**config.mk**
```make
export PLATFORM = sky130hd
export DESIGN_NAME = cdb_arbiter_flat
export DESIGN_NICKNAME = d
export VERILOG_FILES = /design/src/rtl/cdb_arbiter_pkg.sv /design/src/rtl/cdb_arbiter_if.sv /design/src/rtl/cdb_arbiter_rr_select.sv /design/src/rtl/cdb_arbiter.sv /design/src/flat_wrapper.sv
export SDC_FILE = /design/constraint.sdc
export NUM_CORES = 1
export LEC_CHECK = 0
export CAP_MARGIN = 40
export CORE_ASPECT_RATIO = 1.5
export CORE_MARGIN = 4
export CORE_UTILIZATION = 31
export CTS_CLUSTER_SIZE = 25
export DETAILED_ROUTE_END_ITERATION = 16
export GPL_ROUTABILITY_DRIVEN = 0
export HOLD_SLACK_MARGIN = 0.02
export PLACE_DENSITY_LB_ADDON = 0.05
export RECOVER_POWER = 25
export SLEW_MARGIN = 30
export SYNTH_ARGS = -nofsm -noshare
export SYNTH_HDL_FRONTEND = slang
export SYNTH_SLANG_ARGS = --single-unit
```
**constraint.sdc**
```tcl
create_clock -name clk -period 1.8 [get_ports clk]
set_input_delay 0.45 -clock clk [delete_from_list [all_inputs] [get_ports clk]]
set_output_delay 0.45 -clock clk [all_outputs]
set_load 0.01 [all_outputs]
```
**src/rtl/cdb_arbiter_pkg.sv**
```systemverilog
// Shared constants for the common-data-bus arbiter slice.
// The optional feature is selected with the macro CDB_ROUND_ROBIN_EN.
package cdb_arbiter_pkg;
    localparam int DATA_W_DEF  = 32;
    localparam int LABEL_W_DEF = 4;
    localparam int N_REQ_DEF   = 4;
    localparam int PTR_W       = 2;

    // Tag value that consumers treat as "no producer".
    localparam logic [LABEL_W_DEF-1:0] NO_TAG = '0;
endpackage

```
**src/rtl/cdb_arbiter_if.sv**
```systemverilog
// Bus between the functional units / commit side and the CDB arbiter.
// The macro CDB_ROUND_ROBIN_EN does not change this interface.
interface cdb_arbiter_if #(
    parameter int DATA_W  = 32,
    parameter int LABEL_W = 4,
    parameter int N_REQ   = 4
);
    // Handshake: a unit holds require[i] with its resultIn/labelIn stable until it
    // sees requireAC[i] in the same cycle; that rising edge is the transfer, and the
    // word appears on cdbData/cdbLabel with cdbValid high for exactly the next cycle.
    logic [N_REQ-1:0]         require;
    logic [N_REQ*DATA_W-1:0]  resultIn;
    logic [N_REQ*LABEL_W-1:0] labelIn;
    logic                     stall;
    logic [N_REQ-1:0]         requireAC;
    logic                     cdbValid;
    logic [DATA_W-1:0]        cdbData;
    logic [LABEL_W-1:0]       cdbLabel;

    modport master (
        output require, resultIn, labelIn, stall,
        input  requireAC, cdbValid, cdbData, cdbLabel
    );

    modport slave (
        input  require, resultIn, labelIn, stall,
        output requireAC, cdbValid, cdbData, cdbLabel
    );
endinterface

```
**src/rtl/cdb_arbiter_rr_select.sv**
```systemverilog
// One-hot grant selection: first requester at or after ptr, searching upward
// modulo N_REQ. A constant ptr of 0 turns this into fixed priority.
module rr_select
    import cdb_arbiter_pkg::*;
#(
    parameter int N_REQ = N_REQ_DEF
) (
    input  logic [N_REQ-1:0] require,
    input  logic [PTR_W-1:0] ptr,
    input  logic             stall,
    output logic [N_REQ-1:0] grant,
    output logic [PTR_W-1:0] grant_idx,
    output logic             grant_vld
);
    logic [PTR_W-1:0] idx;

    always_comb begin
        grant     = '0;
        grant_idx = '0;
        grant_vld = 1'b0;
        idx       = '0;
        if (!stall) begin
            for (int k = 0; k < N_REQ; k++) begin
                idx = ptr + k[PTR_W-1:0];
                if (!grant_vld && require[idx]) begin
                    grant[idx] = 1'b1;
                    grant_idx  = idx;
                    grant_vld  = 1'b1;
                end
            end
        end
    end
endmodule

```
**src/rtl/cdb_arbiter.sv**
```systemverilog
// Common-data-bus arbiter: grants one functional unit per cycle and broadcasts
// its result/tag one cycle later. CDB_ROUND_ROBIN_EN selects round robin, else fixed priority.
module cdb_arbiter
    import cdb_arbiter_pkg::*;
#(
    parameter int DATA_W  = DATA_W_DEF,
    parameter int LABEL_W = LABEL_W_DEF,
    parameter int N_REQ   = N_REQ_DEF
) (
    input  logic             clk,
    input  logic             nRST,
    cdb_arbiter_if.slave     bus,
    output logic [PTR_W-1:0] dbg_ptr
);
    logic [N_REQ-1:0]   grant;
    logic [PTR_W-1:0]   grant_idx;
    logic               grant_vld;
    logic [PTR_W-1:0]   ptr_sel;

    logic               cdb_valid_d, cdb_valid_q;
    logic [DATA_W-1:0]  cdb_data_d,  cdb_data_q;
    logic [LABEL_W-1:0] cdb_label_d, cdb_label_q;

    // Reset is folded into the hold so no acknowledge escapes while nRST is low.
    rr_select #(.N_REQ(N_REQ)) u_rr_select (
        .require   (bus.require),
        .ptr       (ptr_sel),
        .stall     (bus.stall | ~nRST),
        .grant     (grant),
        .grant_idx (grant_idx),
        .grant_vld (grant_vld)
    );

    assign bus.requireAC = grant;

    always_comb begin
        cdb_valid_d = grant_vld;
        cdb_data_d  = cdb_data_q;
        cdb_label_d = cdb_label_q;
        if (grant_vld) begin
            cdb_data_d  = bus.resultIn[int'(grant_idx)*DATA_W +: DATA_W];
            cdb_label_d = bus.labelIn[int'(grant_idx)*LABEL_W +: LABEL_W];
        end
    end

    always_ff @(posedge clk or negedge nRST) begin
        if (!nRST) begin
            cdb_valid_q <= 1'b0;
            cdb_data_q  <= '0;
            cdb_label_q <= '0;
        end else begin
            cdb_valid_q <= cdb_valid_d;
            cdb_data_q  <= cdb_data_d;
            cdb_label_q <= cdb_label_d;
        end
    end

    assign bus.cdbValid = cdb_valid_q;
    assign bus.cdbData  = cdb_data_q;
    assign bus.cdbLabel = cdb_label_q;

`ifdef CDB_ROUND_ROBIN_EN
    logic [PTR_W-1:0] ptr_d, ptr_q;

    // Pointer moves just past the winner so it has lowest priority next time.
    always_comb begin
        ptr_d = ptr_q;
        if (grant_vld) begin
            ptr_d = grant_idx + 1'b1;
        end
    end

    always_ff @(posedge clk or negedge nRST) begin
        if (!nRST) begin
            ptr_q <= '0;
        end else begin
            ptr_q <= ptr_d;
        end
    end

    assign ptr_sel = ptr_q;
    assign dbg_ptr = ptr_q;
`else
    assign ptr_sel = '0;
    assign dbg_ptr = '0;
`endif
endmodule
```
**src/flat_wrapper.sv**
```systemverilog
// flat-port wrapper written by rule: the top's interface ports become plain ports
module cdb_arbiter_flat import cdb_arbiter_pkg::*;
#(
    parameter int DATA_W  = DATA_W_DEF,
    parameter int LABEL_W = LABEL_W_DEF,
    parameter int N_REQ   = N_REQ_DEF
)
  (clk, nRST, dbg_ptr, bus_require, bus_resultIn, bus_labelIn, bus_stall, bus_requireAC, bus_cdbValid, bus_cdbData, bus_cdbLabel);
  cdb_arbiter_if #(.DATA_W(DATA_W), .LABEL_W(LABEL_W), .N_REQ(N_REQ)) bus_i ();
  input  logic clk;
  input  logic nRST;
  output logic [PTR_W-1:0] dbg_ptr;
  input wire logic [$bits(bus_i.require)-1:0] bus_require;
  input wire logic [$bits(bus_i.resultIn)-1:0] bus_resultIn;
  input wire logic [$bits(bus_i.labelIn)-1:0] bus_labelIn;
  input wire logic [$bits(bus_i.stall)-1:0] bus_stall;
  output wire logic [$bits(bus_i.requireAC)-1:0] bus_requireAC;
  output wire logic [$bits(bus_i.cdbValid)-1:0] bus_cdbValid;
  output wire logic [$bits(bus_i.cdbData)-1:0] bus_cdbData;
  output wire logic [$bits(bus_i.cdbLabel)-1:0] bus_cdbLabel;
  assign bus_i.require = bus_require;
  assign bus_i.resultIn = bus_resultIn;
  assign bus_i.labelIn = bus_labelIn;
  assign bus_i.stall = bus_stall;
  assign bus_requireAC = bus_i.requireAC;
  assign bus_cdbValid = bus_i.cdbValid;
  assign bus_cdbData = bus_i.cdbData;
  assign bus_cdbLabel = bus_i.cdbLabel;
  cdb_arbiter #(.DATA_W(DATA_W), .LABEL_W(LABEL_W), .N_REQ(N_REQ)) u_core (.clk(clk), .nRST(nRST), .bus(bus_i), .dbg_ptr(dbg_ptr));
endmodule
```
Word level (Yosys, flattened, before mapping)
Cells that the tools add are included.
{"block": "totals", "register_bits": 37, "input_bits": 151, "out_inout_bits": 43, "wordCells": 30}
{"block": "classes", "n_shift": 2, "mux": 17, "bitwise_logic": 2, "n_reduce_logical": 6}
{"cell": "$shiftx 128x8->32", "n": 1}
{"cell": "$shiftx 16x5->4", "n": 1}
{"cell": "$mux 1", "n": 10}
{"cell": "$mux 2", "n": 4}
{"cell": "$mux 4", "n": 2}
{"cell": "$logic_and 1x1->1", "n": 3}
{"cell": "$logic_not 1->1", "n": 3}
{"cell": "$mux 3", "n": 1}
{"cell": "$not 1->1", "n": 1}
{"cell": "$or 1x1->1", "n": 1}

Longest topological paths before layout
{"block": "logic_depth", "word_depth": 16, "depth_mapped": 6, "depth_no_buf": 4}

By module
A second synthesis with hierarchy kept.
{"block": "hier_totals", "hier_cells": 295, "area_unflattened_um2": 3145.5}
{"module": "cdb_arbiter", "n_inst": 1, "cells_per_inst": 206, "area_each_um2": 2471.1, "seq_area_each_um2": 925.9}
{"module": "rr_select", "n_inst": 1, "cells_per_inst": 89, "area_each_um2": 674.4, "seq_area_each_um2": 0.0}

Worst setup path after synthesis
No wires, ideal clock.
{"block": "synth_timing", "path_kind": "input-to-reg", "startpoint": "input nRST", "endpoint": "register u_core.cdb_data_q[10], in the netlist u_core.bus.cdbData[10]", "setup_time_ps": 134, "arrival_ps": 1433, "t_required_ps": 1666, "setup_slack_ps": 233, "stages": 6, "path_buffers": 2, "path_cell_list": "nor2b_2 and3_4 buf_6 buf_6 a222oi_1 o21ai_1"}
{"block": "synth_between", "elab_chain_cells": 4, "word_cells_on_any_way": 5, "classes_between": "shift (1); mux (2); bitwise (2)"}
{"element": "start: declaration", "line": "flat_wrapper.sv:11", "source": "input logic nRST;"}
{"element": "$not 1->1 *", "line": "cdb_arbiter.sv:28", "source": ".stall (bus.stall | ~nRST),"}
{"element": "$or 1x1->1 *", "line": "cdb_arbiter.sv:28"}
{"element": "$mux 2", "line": "cdb_arbiter_rr_select.sv:22", "source": "if (!stall) begin"}
{"element": "$shiftx 128x8->32", "line": "cdb_arbiter.sv:41", "source": "cdb_data_d = bus.resultIn[int'(grant_idx)*DATA_W +: DATA_W];"}
{"element": "end signal: assignment", "line": "cdb_arbiter.sv:53", "source": "cdb_data_q <= cdb_data_d;"}
{"element": "end: declaration", "line": "cdb_arbiter.sv:21", "source": "logic [DATA_W-1:0] cdb_data_d, cdb_data_q;"}
Every way passes the cells marked *; elsewhere a longest branch is shown, timed or not.
A chain may end at the register's enable or synchronous reset.

Worst setup path in the final report
{"block": "layout_timing", "startpoint": "input bus_stall", "endpoint": "output bus_requireAC[2]"}
{"block": "layout_between", "elab_chain_cells": 2}
{"element": "start: declaration", "line": "flat_wrapper.sv:16", "source": "input wire logic [$bits(bus_i.stall)-1:0] bus_stall;"}
{"element": "$or 1x1->1", "line": "cdb_arbiter.sv:28"}
{"element": "$mux 4", "line": "cdb_arbiter_rr_select.sv:22"}
{"element": "end: declaration", "line": "flat_wrapper.sv:17", "source": "output wire logic [$bits(bus_i.requireAC)-1:0] bus_requireAC;"}
No other way between the ends.

==> metrics.md <==
| Metric | Value |
|---|---|
| Iteration-0 DRC Markers | `232` |
| CP Max Fanout | `3` |
| FF+latch count, synth | `37` |
| Core area | `~0.0065 mm2` |
| Setup violations, final | `0` |
| Die Area | `roughly 0.0082 mm2` |
| CP required | `approximately 1.4 ns` |
| CP startpoint kind | `primary input` |
| Initial core utilization | `0.321` |
| Post-Synthesis Cells | `between 150 and 200` |
| Nets | `between 500 and 600` |
| Antenna violations before repair | `0` |
| IO Pins | `a little under 200` |
| Fmax | `about 0.58 GHz` |
| Critical path class | `in2out` |
| Routed WL | `slightly below 9000 um` |
| # rows | `36` |
| Final Total Pwr | `around 2.8 mW` |
| Clock Tree Root | `clkbuf_8` |
| CTS tree | `done` |
| YS warnings | `0` |
| Critical Path End Type | `output pin` |
| Max-cap violations | `0` |
| Skew-Pair Late Insertion Delay | `~0.28 ns` |
| GRT Total Usage | `0.206` |
| Period utilisation layout | `0.964` |
| Mapped Area | `roughly 0.0021 mm2` |
| Routed Antenna Nets | `0` |
| Synthesis-to-finish area growth | `110%` |
| 1st-pass router iterations | `8` |
| Number of antenna diodes | `0` |
| Global route total overflow | `0` |
| Status | `completed` |
| PnR worst setup slack | `0.0651 ns` |
| Layout Skew | `0 ns` |
| Final hold vios | `0` |
| Relative slew slack | `0.353` |
| Filler cell count | `about 560` |
| Worst vdd ir | `roughly 350 uV` |
| CP Data Arrival Time | `1.28 ns` |
| Drt wl/cell | `between 15 and 20 um` |
| Die width | `between 70 and 80 um` |
| Via density | `about 5.4` |
| Seq/Total Area, Yosys | `0.442` |
| RSZ-0062 raised after global routing | `false` |
| Port bufs | `around 190` |
| Cell area power density | `about 640 mW/mm2` |
| Final non-filler cell total | `460` |
| Dpl ws | `-0.603 ns` |
| Clk slew on worst S/H paths | `0.07 ns` |
| Share of layout cells above drive strength 1 | `0.128` |
| Crit path time final | `around 1.7 ns` |
| Htree depth | `2` |
| Number of vias in the routed layout | `2482` |
| Slowest-stage cell, CP | `dlygate4sd2_1` |
| Drt drc | `0` |
| Die span in y | `109 um` |
| Yosys cell types | `20` |
| Worst slew pin tran | `around 0.97 ns` |
| Slew Viols, Final | `0` |
| Placed insts | `roughly 450` |
| Worst Hold Class | `reg2reg` |
| Mean Syn Cell Area | `between 10 and 15 um2` |
| Hold Buf Count CTS | `0` |
| First-pass GRT wire length | `~13000 um` |
| Static Leak | `roughly 2.0 nW` |
| # clock sinks | `37` |
| DP HPWL | `6630 um` |
| Vias in the first global route | `around 2600` |
| CP delay by family, top | `simple AND/OR/NAND/NOR gates` |
| Cts bufs inserted | `5` |
| Worst-path cell chain | `dlygate4sd2_1 -> nand2b_4 -> nor3_4 -> and2_1 -> buf_2` |
| Largest net degree at the start of global routing | `38` |
| CP peak stage delay | `about 0.24 ns` |
| Maximum clock path buffer count | `2` |
| Worst path bufs/invs | `2` |
==> stage by stage <==
| step | cell area [um2] | setup TNS, ns | util | hold WS [ns] |
|---|---|---|---|---|
| 2_1_floorplan | 2100 | 0 | - | 0.154 |
| 3_3_place_gp | 4160 | -13.92 | 0.638 | 0.492 |
| 3_5_place_dp | 4160 | -14.48 | 0.638 | 0.500 |
| 4_1_cts | 4290 | 0 | 0.657 | 0.303 |
| 5_1_grt | 4390 | 0 | 0.673 | 0.538 |
| 6_report | 4390 | 0 | 0.673 | 0.509 |
==> worst paths after layout <==
path | startpoint | slack, ns | cells past startpoint | to
setup / recovery | bus_stall | 0.07 | 5 | bus_requireAC[2]
hold / removal | u_core.bus.cdbData[31]$_DFFE_PN0P_ | 0.51 | 2 | u_core.bus.cdbData[31]$_DFFE_PN0P_
setup reg to reg | u_core.bus.cdbData[8]$_DFFE_PN0P_ | 0.91 | 2 | u_core.bus.cdbData[8]$_DFFE_PN0P_
hold reg to reg | u_core.bus.cdbData[31]$_DFFE_PN0P_ | 0.51 | 2 | u_core.bus.cdbData[31]$_DFFE_PN0P_
max in group asynchronous | nRST | 0.61 | 2 | u_core.bus.cdbValid$_DFF_PN0_
min in group asynchronous | nRST | 0.59 | 2 | u_core.bus.cdbLabel[0]$_DFFE_PN0P_
==> timing repair <==
item	in CTS	in global routing
gates cloned	0	2
gates resized for setup	25	11
setup buffers	1	1
pin swaps	3	2
endpoints found under the setup margin	38	24
==> layout make-up <==
type	count	area, um2	area share
Multi-Input combinational cell	121	1070	0.244
Timing Repair Buffer	216	2180	0.496
Clock inverter	1	30.0	0.00683
Tap cell	76	95.1	0.0216
Inverter	2	7.51	0.00171
Sequential cell	37	926	0.211
Clock buffer	7	86.3	0.0196
==> cell usage after synthesis, drive strengths merged <==
cell type	instances	share of area
conb	1	0.0018
buf	16	0.072
nand2b	1	0.0030
and3	1	0.0054
nor2b	2	0.0072
nor2	1	0.0030
dfrtp	37	0.44
a222oi	36	0.17
o41ai	1	0.013
and2	2	0.0060
o21ai	37	0.088
inv	2	0.0036
nor3	1	0.0024
mux2i	36	0.17
clkbuf	3	0.0054
o211ai	1	0.0036
==> where the power goes <==
group / switching [mW] / total (mW) / leakage [nW] / internal [mW]
clock network: 0.298 / 0.750 / 0.0585 / 0.452
registers: 0.0702 / 1.04 / 0.461 / 0.966
logic: 0.358 / 1.05 / 1.47 / 0.688
==> metal layers <==
metal,GRT usage,share of wire,vias up
met1,0.221,0.35,1175
met2,0.382,0.52,141
met4,0.0538,0.016,0
li1,-,-,1156
met5,0,0,-
met3,0.0609,0.11,10
==> registers in the layout, summed over array words and instances, names as in the netlist <==
name and cells:
u_core.bus.cdbData 32, u_core.bus.cdbLabel 4, u_core.bus.cdbValid 1
==> cells in the final DEF (no fill, tap or decap), types with 2 or more instances in the layout <==
master             n
and2_1             2
clkbuf_8           6
dfrtp_1           37
buf_12             5
o21ai_0            6
conb_1             2
clkbuf_16          2
mux2i_4            2
clkdlybuf4s50_1  181
o21ai_1           30
mux2i_2            3
dlymetal6s2s_1     2
clkbuf_1           2
dlygate4sd2_1      3
a222oi_1          36
mux2i_1           31
inv_1              2
buf_4             18
buf_2              2
==> worst min-delay path, stage by stage (launching register included) <==
cell      delay (ns)
dfrtp_1         0.35
a222oi_1        0.06
o21ai_0         0.07
==> logic make-up (layout without fill, tap and decap cells) <==
group / count (synthesis) / count (layout) / synth area share
multiplexers: 36 / 36 / 0.172
other: 1 / 2 / 0.00179
AO/OA/AOI/OAI: 75 / 75 / 0.277
buffers and inverters: 21 / 226 / 0.0806
AND/OR/NAND/NOR: 8 / 8 / 0.0269
flip-flops: 37 / 37 / 0.442
No activity file was read; power rests on OpenSTA's default activity.
